$ cat src/rtl/pixel_frame_writer.sv
// Purpose : turns the draw blocks' pixel-plot stream into frame-buffer writes, with full-screen clear and drop counting.
// Latency : 1 cycle from an accepted plot to its registered write; a clear emits one write per cycle.
// Backpr. : none; plots seen while busy, plots that collide with clear_start and off-screen plots are counted as drops.
//
// Ports:
//   clk, reset        - rising-edge clock, asynchronous active-high reset
//   plot, x, y        - pixel strobe and coordinate (160x120 screen)
//   colour            - pixel colour
//   clear_start       - request a full-buffer fill (ignored while busy)
//   clear_colour      - fill colour, captured with clear_start
//   mem_address/data  - registered frame-buffer write address and data
//   mem_wren          - registered frame-buffer write enable
//   busy              - high while a clear is sweeping the buffer
//   clear_done        - one-cycle pulse in the cycle after the last clear write
//   drop_count        - saturating count of discarded plots
module pixel_frame_writer #(
  parameter int SCREEN_W = 160,
  parameter int SCREEN_H = 120,
  parameter int COLOUR_W = 9,
  parameter int ADDR_W   = 15
) (
  input  logic                clk,
  input  logic                reset,
  input  logic                plot,
  input  logic [7:0]          x,
  input  logic [6:0]          y,
  input  logic [COLOUR_W-1:0] colour,
  input  logic                clear_start,
  input  logic [COLOUR_W-1:0] clear_colour,
  output logic [ADDR_W-1:0]   mem_address,
  output logic [COLOUR_W-1:0] mem_data,
  output logic                mem_wren,
  output logic                busy,
  output logic                clear_done,
  output logic [7:0]          drop_count
);

  localparam logic [7:0]        LP_W_LIM = 8'(SCREEN_W);
  localparam logic [6:0]        LP_H_LIM = 7'(SCREEN_H);
  localparam logic [ADDR_W-1:0] LP_LAST  = ADDR_W'(SCREEN_W * SCREEN_H - 1);

  typedef enum logic {
    S_IDLE  = 1'b0,
    S_CLEAR = 1'b1
  } state_t;

  state_t r_state;
  state_t w_state_nxt;

  logic [ADDR_W-1:0]   r_clr_addr;
  logic [COLOUR_W-1:0] r_clr_colour;
  logic [ADDR_W-1:0]   r_mem_address;
  logic [COLOUR_W-1:0] r_mem_data;
  logic                r_mem_wren;
  logic                r_clear_done;
  logic [7:0]          r_drop_count;

  logic [ADDR_W-1:0]   w_clr_addr_nxt;
  logic [COLOUR_W-1:0] w_clr_colour_nxt;
  logic [ADDR_W-1:0]   w_addr_nxt;
  logic [COLOUR_W-1:0] w_data_nxt;
  logic                w_wren_nxt;
  logic                w_done_nxt;
  logic                w_drop;
  logic                w_in_range;
  logic [ADDR_W-1:0]   w_pix_addr;
  logic [ADDR_W-1:0]   w_clr_inc;

  // y*160 + x as y*128 + y*32 + x; each term is zero-extended to the address width.
  assign w_pix_addr = {1'b0, y, 7'b0} + {3'b0, y, 5'b0} + {7'b0, x};
  assign w_in_range = (x < LP_W_LIM) && (y < LP_H_LIM);
  assign w_clr_inc  = r_clr_addr + ADDR_W'(1);

  // State register.
  always_ff @(posedge clk or posedge reset) begin
    if (reset) begin
      r_state <= S_IDLE;
    end else begin
      r_state <= w_state_nxt;
    end
  end

  // Next-state and next-write decode.
  always_comb begin
    w_state_nxt      = r_state;
    w_clr_addr_nxt   = r_clr_addr;
    w_clr_colour_nxt = r_clr_colour;
    w_addr_nxt       = r_mem_address;
    w_data_nxt       = r_mem_data;
    w_wren_nxt       = 1'b0;
    w_done_nxt       = 1'b0;
    w_drop           = 1'b0;

    case (r_state)
      S_IDLE: begin
        if (clear_start) begin
          // Clear wins; the first fill write (address 0) goes out with busy's first cycle.
          w_state_nxt      = S_CLEAR;
          w_clr_addr_nxt   = '0;
          w_clr_colour_nxt = clear_colour;
          w_wren_nxt       = 1'b1;
          w_addr_nxt       = '0;
          w_data_nxt       = clear_colour;
          w_drop           = plot;
        end else if (plot) begin
          if (w_in_range) begin
            w_wren_nxt = 1'b1;
            w_addr_nxt = w_pix_addr;
            w_data_nxt = colour;
          end else begin
            w_drop = 1'b1;
          end
        end
      end

      S_CLEAR: begin
        // r_clr_addr is the address currently on the bus; plots are lost while sweeping.
        w_drop = plot;
        if (r_clr_addr == LP_LAST) begin
          w_state_nxt = S_IDLE;
          w_done_nxt  = 1'b1;
        end else begin
          w_clr_addr_nxt = w_clr_inc;
          w_wren_nxt     = 1'b1;
          w_addr_nxt     = w_clr_inc;
          w_data_nxt     = r_clr_colour;
        end
      end

      default: begin
        w_state_nxt = S_IDLE;
      end
    endcase
  end

  // Registered write port, clear sweep and drop accounting.
  always_ff @(posedge clk or posedge reset) begin
    if (reset) begin
      r_clr_addr    <= '0;
      r_clr_colour  <= '0;
      r_mem_address <= '0;
      r_mem_data    <= '0;
      r_mem_wren    <= 1'b0;
      r_clear_done  <= 1'b0;
      r_drop_count  <= '0;
    end else begin
      r_clr_addr    <= w_clr_addr_nxt;
      r_clr_colour  <= w_clr_colour_nxt;
      r_mem_address <= w_addr_nxt;
      r_mem_data    <= w_data_nxt;
      r_mem_wren    <= w_wren_nxt;
      r_clear_done  <= w_done_nxt;
      if (w_drop && (r_drop_count != 8'hFF)) begin
        r_drop_count <= r_drop_count + 8'd1;
      end
    end
  end

  assign mem_address = r_mem_address;
  assign mem_data    = r_mem_data;
  assign mem_wren    = r_mem_wren;
  assign busy        = (r_state == S_CLEAR);
  assign clear_done  = r_clear_done;
  assign drop_count  = r_drop_count;

endmodule

$ cat config.mk
export PLATFORM = sky130hd
export DESIGN_NAME = pixel_frame_writer
export DESIGN_NICKNAME = d
export VERILOG_FILES = /design/src/rtl/pixel_frame_writer.sv
export SDC_FILE = /design/constraint.sdc
export NUM_CORES = 1
export LEC_CHECK = 0
export BUFFER_PORTS_ARGS = -buffer_cell sky130_fd_sc_hd__buf_2
export CAP_MARGIN = 20
export CORE_ASPECT_RATIO = 0.7
export CORE_MARGIN = 2
export CORE_UTILIZATION = 55
export CTS_BUF_LIST = sky130_fd_sc_hd__clkbuf_2 sky130_fd_sc_hd__clkbuf_4 sky130_fd_sc_hd__clkbuf_8
export CTS_CLUSTER_SIZE = 8
export DETAILED_ROUTE_END_ITERATION = 12
export PLACE_DENSITY = 0.81
export SLEW_MARGIN = 15
export SYNTH_ARGS = -nofsm -noshare
export SYNTH_HDL_FRONTEND = slang
export SYNTH_SLANG_ARGS = --single-unit
$ cat constraint.sdc
create_clock -name clk -period 2.4 [get_ports clk]
set_clock_uncertainty 0.1 [all_clocks]
set_input_delay 0.24 -clock clk [delete_from_list [all_inputs] [get_ports clk]]
set_output_delay 0.24 -clock clk [all_outputs]
set_load 0.01 [all_outputs]
Yosys cells after proc, flatten, opt, wreduce, memory -nomap -nowiden

Cells that the tools add are included.

Bitwise operators: 1
Equality and inequality tests: 6
Reductions and logical operators: 5
Muxes and demuxes: 25
Order comparisons: 2
$add $sub $neg: 4

Operators by type and width:

| cell                                          | number |
|---|---|
| two-way mux 15 bit                            | 5 |
| case mux 15 bit (2 select lines)              | 2 |
| two-way mux 9 bit                             | 4 |
| case mux 9 bit (2 select lines)               | 1 |
| adder 14 x 12 -> 15 bit                       | 1 |
| adder 15 x 1 -> 15 bit, second input constant | 1 |
| adder 15 x 8 -> 15 bit                        | 1 |
| equality test 15 bit, second input constant   | 1 |
| two-way mux 1 bit                             | 10 |
| adder 8 x 1 -> 8 bit, second input constant   | 1 |
| < comparator 8 bit, second input constant     | 1 |
| inequality test 8 bit, second input constant  | 1 |
| < comparator 7 bit, second input constant     | 1 |
| inequality test 3 bit, second input constant  | 2 |
| case mux 1 bit (2 select lines)               | 3 |
| inequality test 2 bit, second input constant  | 2 |
| AND reduction 2 bit                           | 2 |
| AND reduction 3 bit                           | 1 |
| logical AND 1 bit                             | 2 |
| NOT 1 bit                                     | 1 |

Output and inout bits: 35
Bits in registers: 59
Input port bits: 37
Word-level logic and storage cells: 51

Longest topological paths before layout

Depth after elaboration: 7
Mapped depth: 9
Depth with buffers taken out: 9

Least setup slack after synthesis

Ideal clock, no wire load.

Path kind: in2reg
Start point: input y[0]
End point: register r_mem_address[11], in the netlist mem_address[11]
Data required time: 2.173 ns
Setup slack: 0.073 ns
Cell stages on the path: 9
Path buffers: 0
Arrival: 2.100 ns
Setup time: 0.127 ns
Cell sequence: inv_1 > fa_1 > inv_1 > ha_1 > a21o_1 > and4_1 > or3_1 > a32oi_1 > o21ai_0

Longest elaborated chain between the ends: 6
Elaborated cells between the ends (all ways): 10
Those cells by class: add/sub: 2; order compare: 1; eq/ne: 1; mux: 4; reduce/logical: 2

RTL lines:

| what                             | line | RTL |
|---|---|---|
| start, declared                  | 26   | `input logic [6:0] y,` |
| adder 14 x 12 -> 15 bit          | 70   | `assign w_pix_addr = {1'b0, y, 7'b0} + {3'b0, y, 5'b0} + {7'b0, x};` |
| adder 15 x 8 -> 15 bit           | 70   |  |
| two-way mux 15 bit               | 106  | `if (w_in_range) begin` |
| two-way mux 15 bit               | 105  | `end else if (plot) begin` |
| two-way mux 15 bit               | 96   | `if (clear_start) begin` |
| case mux 15 bit (2 select lines) | 94   | `case (r_state)` |
| end signal, assigned             | 149  | `r_mem_address <= w_addr_nxt;` |
| end, declared                    | 52   | `logic [ADDR_W-1:0] r_mem_address;` |

Several ways; a longest one is shown, not always the timed one. The select of a mux whose other input is x is not followed.
A chain may end at the register's enable or synchronous reset.

Worst setup path after layout

Start point: input y[0]
End point: register r_mem_address[14], in the netlist mem_address[14]

The elaborated chain is that of the path after synthesis.

==> out/results.ini <==
[place]
io_buffers = 71
place_hpwl_um = 5810
place_area_um2 = 3850
dp.cells = 498
place_ws_ps = -125
gp_congestion = 0.898

[layout]
fin_nets = 488
stdcell_area_um2 = 4030
area_delta_synth_final_pct = 20.7
utilization = 0.696
antenna_cells = 0
fin_cells = 514
drive_gt1_frac = 0.285

[synthesis]
netlist_instances = 351
synth_edf_count = 0
synth_top_area_share = 0.443
synth_area_leaders = dfrtp_1 44%, ha_1 5.6%, nand2_1 5.4%, o21ai_0 4.4%, mux2i_1 3.9%
synth_area_um2 = 3340
synth_commonest_cells = 59 x dfrtp_1, 48 x nand2_1, 29 x o21ai_0
post-synth-top-count-cell = dfrtp_1
synthFlopType = dfrtp_1
synth_cell_types = 50
avgSynthCellArea_um2 = 9.50
synthArstFlopShare = 1.00
synth_seq_cells = 59
yosysWarningCount = 0
seq_area_frac_synth = 0.443
synth_nets = 405
yosysTopAreaCell = dfrtp_1

[critical_path]
cp_cell_sequence = buf_2, inv_1, fa_1, buf_4, fa_1, nor2b_1, o2111a_1, o21ai_0, a21o_1, a31oi_1
rrSetupSlack_ps = 190
critPathKind = in2reg
critical_path_required_ps = 2560
crit_slowest_cell = fa_1
slowest_delay_ps = 520
path_buf_inv = 3
start_kind = input port
path_depth = 10
r2r-start = r_clr_addr[0]
cp_top_family = adder cells
path_common_cell = fa_1
crit_fanout = 2
cp-end-kind = register
worstPathArrival_ps = 2370
reg2reg_to = r_clr_addr[0]
worstRegToRegCells = 7

[timing]
whs_ps = -3.69
timing.final.crit_share = 0.922
maxSlewViolCount = 0
max_freq_mhz = 452
timing.slew.headroom = 0.501
setup_ws_ps = 188
grt_setup_unrepaired = no
layout_min_cycle_time_ps = 2210
tightest_slew_ps = 749
setup_viol = 0
finalHoldViolations = 4

[outcome]
status = finished, violations left
violations = negative hold slack

[pwr]
ir_drop_mv = 0.478
p_leak_nw = 2.03
fin_total_pwr_mw = 3.08
power_density_nw_per_um2 = 764

[clocking]
cts.sinks = 59
clock_latency_ps = 340
post_cts_resized = 0
path_clk_slew_ps = 80
cts_setup_buffers = 0
cts_buffers = 9
clockBufferDepth = 2
cts_root_buffer = clkbuf_8
h-tree-depth = 3
cts_hold_buf = 0
cts_tree = done

[global_routing]
grt_usage = 0.248
grt_pass1_vias = 2778
antenna_found_initial = 0
grt_first_pass_wirelength_um = 13400
grt_overflow = 0
grt_max_degree = 60

[die]
fp.dieW_um = 97.1
rows = 23
die_h_um = 69.2
ios = 72
dieArea_um2 = 6710
coreArea_um2 = 5780
initial_core_util = 0.577

[flow_run]
maxCapViolations = 0

[detailed_routing]
routed_wl_um = 8050
drc = 0
first_iter_violations = 227
wl_per_cell_um = 15.7
vias = 2869
ant_nets = 0
viasPerCell = 5.58
firstDrtPassIters = 5

[min_path]
hp-class = in2async

## power breakdown
part,total (mW),switching [mW],internal (mW)
registers,1.42,0.223,1.20
clock network,0.824,0.424,0.400
logic,0.828,0.421,0.406
## placed cells by master (no fill, tap or decap), types with 4 or more instances in the layout
| master | count |
|---|---|
| nand3_1 | 9 |
| buf_4 | 18 |
| nor4_1 | 4 |
| o21ai_0 | 29 |
| inv_1 | 12 |
| and3_1 | 4 |
| a21o_1 | 7 |
| mux2_2 | 10 |
| mux2i_1 | 13 |
| xor2_1 | 8 |
| clkbuf_8 | 10 |
| nor2_1 | 24 |
| a21oi_1 | 20 |
| buf_2 | 71 |
| nand2_1 | 48 |
| nor3_1 | 5 |
| xnor2_1 | 10 |
| dfrtp_1 | 59 |
| nand4_1 | 9 |
| ha_1 | 15 |
## worst reg2reg max path, delay by kind of cell, from the launching register on
kind / cells / cell delay (ps)
and+or+nand+nor: 4 / 1170
buffers and inverters: 1 / 110
adders and majority gates: 1 / 190
AOI/OAI and AO/OA: 1 / 100
DFF: 1 / 420
## cell families after synthesis
| logic type | count (synthesis) | synth area share |
|---|---|---|
| flops | 59 | 0.443 |
| xor+xnor | 18 | 0.0473 |
| fa+ha+maj | 17 | 0.0683 |
| mux | 23 | 0.0728 |
| compound gates | 79 | 0.144 |
| buf+inv | 33 | 0.0450 |
| simple gates | 122 | 0.180 |
## routing by layer
metal  vias up  global-route usage  part of all wire
li1       1410                   -                 -
met1      1328               0.335              0.45
met2       113               0.377              0.44
met3        18              0.0811             0.083
met4         0              0.0908             0.019
met5         -                   0                 0
## how the worst max path moves through the flow
stage,from,slack [ps],endpoint
final,y[0],190,mem_address[14]
after global routing,r_clr_addr[0],50,r_clr_addr[0]
after CTS,r_clr_addr[0],180,r_clr_addr[5]
after detailed placement,y[0],-120,mem_address[11]
after global placement,y[0],-60,mem_address[11]
after floorplan,y[0],70,mem_address[11]
## flip-flops by register name (all words and copies together), names as in the netlist
signal	count
busy	1
clear_done	1
drop_count	8
mem_address	15
mem_data	9
mem_wren	1
r_clr_addr	15
r_clr_colour	9
## metrics by stage
stage | TNS (ps) | hold WS, ps
global placement | -108 | 361
finish | 0 | -3.69
global route | 0 | 28.5
detailed placement | -427 | 365
floorplan | 0 | 291
CTS | 0 | 27.8
## area by class of cell
| type | count | area [um^2] |
|---|---|---|
| Clock buffer | 10 | 138 |
| Clock inverter | 6 | 41.3 |
| Fill cell | 456 | 1760 |
| Inverter | 15 | 56.3 |
| Multi-Input combinational cell | 259 | 1710 |
| Sequential cell | 59 | 1480 |
| Tap cell | 75 | 93.8 |
| Timing Repair Buffer | 90 | 510 |
(Power assumes the default switching activity.)
